**config.mk**
```make
export PLATFORM = sky130hd
export DESIGN_NAME = alu_mul_seq
export DESIGN_NICKNAME = d
export VERILOG_FILES = /design/src/rtl/alu_mul_seq.sv
export SDC_FILE = /design/constraint.sdc
export NUM_CORES = 1
export LEC_CHECK = 0
export BUFFER_PORTS_ARGS = -buffer_cell sky130_fd_sc_hd__buf_2
export CORE_MARGIN = 1
export CORE_UTILIZATION = 30
export DETAILED_ROUTE_END_ITERATION = 8
export SLEW_MARGIN = 30
export SYNTH_ARGS = -nofsm -noshare
export SYNTH_HDL_FRONTEND = slang
export SYNTH_SLANG_ARGS = --single-unit
```
**constraint.sdc**
```tcl
create_clock -name clk_i -period 2 [get_ports clk_i]
set_clock_uncertainty 0.2 [all_clocks]
set_input_delay 0.4 -clock clk_i [delete_from_list [all_inputs] [get_ports clk_i]]
set_output_delay 0.4 -clock clk_i [all_outputs]
set_load 0.02 [all_outputs]
```
**src/rtl/alu_mul_seq.sv**
```systemverilog
// alu_mul_seq: multi-cycle unsigned WIDTH x WIDTH -> 2*WIDTH shift-add multiplier
// sequencer that borrows an external combinational ALU, one add per clock.
// While idle, the ALU is granted to an external requester through a pass-through.
//
// Ports:
//   clk_i          clock, rising edge
//   reset_i        synchronous active-high reset
//   start_i        multiply request, sampled only in IDLE
//   mcand_i        multiplicand, captured on accepted start
//   mplier_i       multiplier, captured on accepted start
//   busy_o         high in RUN and DONE
//   done_o         one-cycle pulse, product valid
//   product_o      {hi, lo}; held until the next accepted start
//   ext_a_i/ext_b_i/ext_oper_i  external requester ALU inputs
//   ext_gnt_o      external requester owns the ALU
//   alu_a_o/alu_b_o/alu_oper_o  to ALU
//   alu_result_i/alu_cout_i     from ALU
module alu_mul_seq #(
    parameter int unsigned WIDTH = 32
) (
    input  logic               clk_i,
    input  logic               reset_i,
    input  logic               start_i,
    input  logic [WIDTH-1:0]   mcand_i,
    input  logic [WIDTH-1:0]   mplier_i,
    output logic               busy_o,
    output logic               done_o,
    output logic [2*WIDTH-1:0] product_o,
    input  logic [WIDTH-1:0]   ext_a_i,
    input  logic [WIDTH-1:0]   ext_b_i,
    input  logic [2:0]         ext_oper_i,
    output logic               ext_gnt_o,
    output logic [WIDTH-1:0]   alu_a_o,
    output logic [WIDTH-1:0]   alu_b_o,
    output logic [2:0]         alu_oper_o,
    input  logic [WIDTH-1:0]   alu_result_i,
    input  logic               alu_cout_i
);

    localparam int unsigned CntW = $clog2(WIDTH);
    localparam logic [CntW-1:0] CntLast = CntW'(WIDTH - 1);
    localparam logic [2:0] OpAdd = 3'b010;

    typedef enum logic [1:0] {
        StIdle,
        StRun,
        StDone
    } state_e;

    state_e           state_q, state_d;
    logic [WIDTH-1:0] mcand_q, mcand_d;
    logic [WIDTH-1:0] hi_q, hi_d;
    logic [WIDTH-1:0] lo_q, lo_d;
    logic [CntW-1:0]  cnt_q, cnt_d;

    always_ff @(posedge clk_i) begin
        if (reset_i) begin
            state_q <= StIdle;
            mcand_q <= '0;
            hi_q    <= '0;
            lo_q    <= '0;
            cnt_q   <= '0;
        end else begin
            state_q <= state_d;
            mcand_q <= mcand_d;
            hi_q    <= hi_d;
            lo_q    <= lo_d;
            cnt_q   <= cnt_d;
        end
    end

    always_comb begin
        state_d    = state_q;
        mcand_d    = mcand_q;
        hi_d       = hi_q;
        lo_d       = lo_q;
        cnt_d      = cnt_q;
        busy_o     = 1'b1;
        done_o     = 1'b0;
        ext_gnt_o  = 1'b0;
        alu_a_o    = '0;
        alu_b_o    = '0;
        alu_oper_o = 3'b000;

        unique case (state_q)
            StIdle: begin
                busy_o     = 1'b0;
                ext_gnt_o  = 1'b1;
                alu_a_o    = ext_a_i;
                alu_b_o    = ext_b_i;
                alu_oper_o = ext_oper_i;
                if (start_i) begin
                    mcand_d = mcand_i;
                    hi_d    = '0;
                    lo_d    = mplier_i;
                    cnt_d   = '0;
                    state_d = StRun;
                end
            end
            StRun: begin
                alu_a_o    = hi_q;
                alu_b_o    = lo_q[0] ? mcand_q : '0;
                alu_oper_o = OpAdd;
                // Sum and carry shift right into {hi, lo}; multiplier bits fall off lo[0].
                {hi_d, lo_d} = {alu_cout_i, alu_result_i, lo_q[WIDTH-1:1]};
                cnt_d        = cnt_q + 1'b1;
                if (cnt_q == CntLast) begin
                    state_d = StDone;
                end
            end
            StDone: begin
                done_o  = 1'b1;
                state_d = StIdle;
            end
            default: begin
                state_d = StIdle;
            end
        endcase
    end

    assign product_o = {hi_q, lo_q};

endmodule

```
==> impl_metrics.toml <==
[outcome]
status = "finished with violations"
failed_checks = "setup timing"

[global_routing]
grt_pass1_vias = 4966
grt_pass1_wl_um = 26000
track_usage = 0.188
grt_overflow = 0
antenna_found_initial = 0
grt_max_degree = 70

[synth]
muxShareOfSynthArea = 0.0637
ys_async_sr_fraction = 0
synth_edf_count = 0
synth.most_common_cell = "nand2_1"
ys.flop_type = "dfxtp_1"
synth_compound_area_frac = 0.225
avgSynthCellArea_um2 = 8.19
seq_area_frac_synth = 0.410
synthesis.nets = 783
synth_warnings = 0
synth_cell_types = 30
netlist_top_cells_area = "dfxtp_1 (41%), nand2_1 (12%), a311oi_2 (9.0%)"
synth-simple-area-share = 0.227
synth_seq_cells = 103
synth_area_mm2 = 0.00503
synth_top_area_frac = 0.410
synthCells = 614
synth_top_family_by_area = "simple AND/OR/NAND/NOR gates"
synthTopCellsByCount = "nand2_1 (162), dfxtp_1 (103), nor2_1 (68), a21oi_1 (67), nand3_1 (36)"
synth-xor-area-share = 0
yosysTopAreaCell = "dfxtp_1"
synth_fa_ha_area_frac = 0.00497

[clocking]
clock_latency_ps = 350
clockRootBuffer = "clkbuf_16"
cts_inserted_buffers = 9
clkTransAtPathRegs_ps = 80
postCtsHoldBufs = 0
htreeDepth = 3
cts_sinks = 103
cts_buffer_depth = 2
cts_tree = "built"

[route]
antenna_left = 0
drt-pass1-iter-count = 4
drtIter0Drc = 246
wire_per_inst_um = 14.9
vias = 5370
routed_wl_um = 16700
avgViaCountPerCell = 4.79
post-route-drc-count = 0

[floorplan]
rows = 46
coreArea_mm2 = 0.0161
dieArea_mm2 = 0.0173
pin_count = 301
start_util = 0.312
dieWidth_um = 132
die_y_um = 132

[sta]
rsz0062_at_grt = "true"
period_minus_slack_ps = 2130
finalSetupViolations = 47
fmax_mhz = 470
tns_ps = -3930
final_max_slew_viol_count = 0
finalHoldViolCount = 0
setup_slack_ps = -128
finalCritPeriodShare = 1.06
fin_hold_ws_ps = 74.5
slew_headroom = 0.776
tightest_slew_ps = 335

[placement]
gp_congestion = 0.806
postPlaceCellArea_mm2 = 0.00675
post-place-ws_ps = 95.1
io_buffers = 300
dp_hpwl_um = 11300

[power_and_ir_drop]
p_leak_nw = 3.56
swShare = 0.310
switching_power_w = 0.00177
pwr_density_cell_mw_per_mm2 = 742
clkPwrFrac = 0.322
peakVddDrop_mv = 0.368
power_frac_comb = 0.276
seq_power_share = 0.401
p_int_w = 0.00394
p_total_w = 0.00571

[worst_setup_path]
critPathMaxFanout = 16
rrSetupSlack_ps = 100
crit_type = "reg -> out"
crit_required_ps = 1400
cp_data_arrival_time_ps = 1530
reg2reg_depth = 7
timing.rr.start = "state_q[1]"
endpoint_kind = "output port"
worstSetupStartpointType = "flop"
rr_endpoint = "lo_q[13]"

[layout]
syn_to_final_growth_pct = 53.0
drive_gt1_frac = 0.443
stdcell_area_mm2 = 0.00770
antenna_cells = 0
finalNetCount = 1069

[worst_hold_path]
hp-start = "alu_result_i[22]"
hp-class = "in -> reg"
min_to = "hi_q[21]"
whs_path_depth = 3

[run]
maxCapViolCount = 0
[metrics by stage]
step,cells,utilization
finish,1121,0.478
global route,1121,0.478
CTS,1120,0.471
detailed placement,1088,0.419
global placement,1088,0.419
floorplan,614,-
[cell families (layout without fill, tap and decap cells)]
kind of cell             count (synthesis)  count (layout)
buffers and inverters                   61             352
multiplexers                            32              32
flip-flops                             103             103
AO/OA/AOI/OAI                          136             136
adder cells (fa/ha/maj)                  2               2
AND/OR/NAND/NOR                        280             280
[flip-flops by register name (all words and copies together) (netlist names)]
| register | flops |
|---|---|
| cnt_q | 5 |
| hi_q | 32 |
| lo_q | 32 |
| mcand_q | 32 |
| state_q | 2 |
[repair_timing]
| item | CTS | global route |
|---|---|---|
| setup endpoints to repair | 70 | 142 |
| resized for setup | 90 | 31 |
| setup buffers | 10 | 1 |
| gates cloned | 6 | 1 |
| pin swaps | 1 | 0 |
[metal layers]
layer	global-route usage	share of wire	vias up
li1	-	-	2681
met1	0.223	0.43	2472
met2	0.331	0.49	195
met3	0.0370	0.055	22
met4	0.0736	0.022	0
met5	0	0	-
[critical path, cell delays in order (launching register included)]
cell and delay (ps):
dfxtp_4 370, nor2b_4 170, and2_4 210, buf_12 160, a22o_1 150, buf_6 120
[worst max path at each step]
stage / from / endpoint / slack, ps / cells after the start
CTS: state_q[0] / alu_b_o[11] / -150 / 5
global route: state_q[0] / alu_b_o[19] / -200 / 5
floorplan: state_q[1] / alu_b_o[25] / 140 / 4
global placement: state_q[0] / lo_q[13] / 140 / 6
finish: state_q[0] / alu_b_o[10] / -130 / 5
detailed placement: state_q[0] / lo_q[13] / 100 / 6
[layout by cell type, fill, tap and decap left out, drive strengths merged, types with 3 or more instances in the layout]
cell,count
nand3,36
dfxtp,103
a311oi,32
a21oi,67
nor2,69
nand2,162
a22o,32
and2,3
clkbuf,14
buf,333
mux2i,32
[power groups by stage]
| stage | registers, W | logic, W | clock network, W |
|---|---|---|---|
| finish | 0.00229 | 0.00158 | 0.00184 |
| global route | 0.00231 | 0.00170 | 0.00199 |
| CTS | 0.00229 | 0.00156 | 0.00190 |
| detailed placement | 0.00234 | 0.00139 | 0 |
| global placement | 0.00234 | 0.00138 | 0 |
| floorplan | 0.00243 | 0.000781 | 0 |
[cell type report]
cell class                      instances  area (µm²)
Fill cell                            1543        8420
Multi-Input combinational cell        450        2700
Timing Repair Buffer                  335        2340
Sequential cell                       103        2070
Tap cell                              216         270
Clock buffer                           12         256
Clock inverter                          4        53.8
Inverter                                1        3.75
Note: power is estimated with default switching activity, not from simulation.
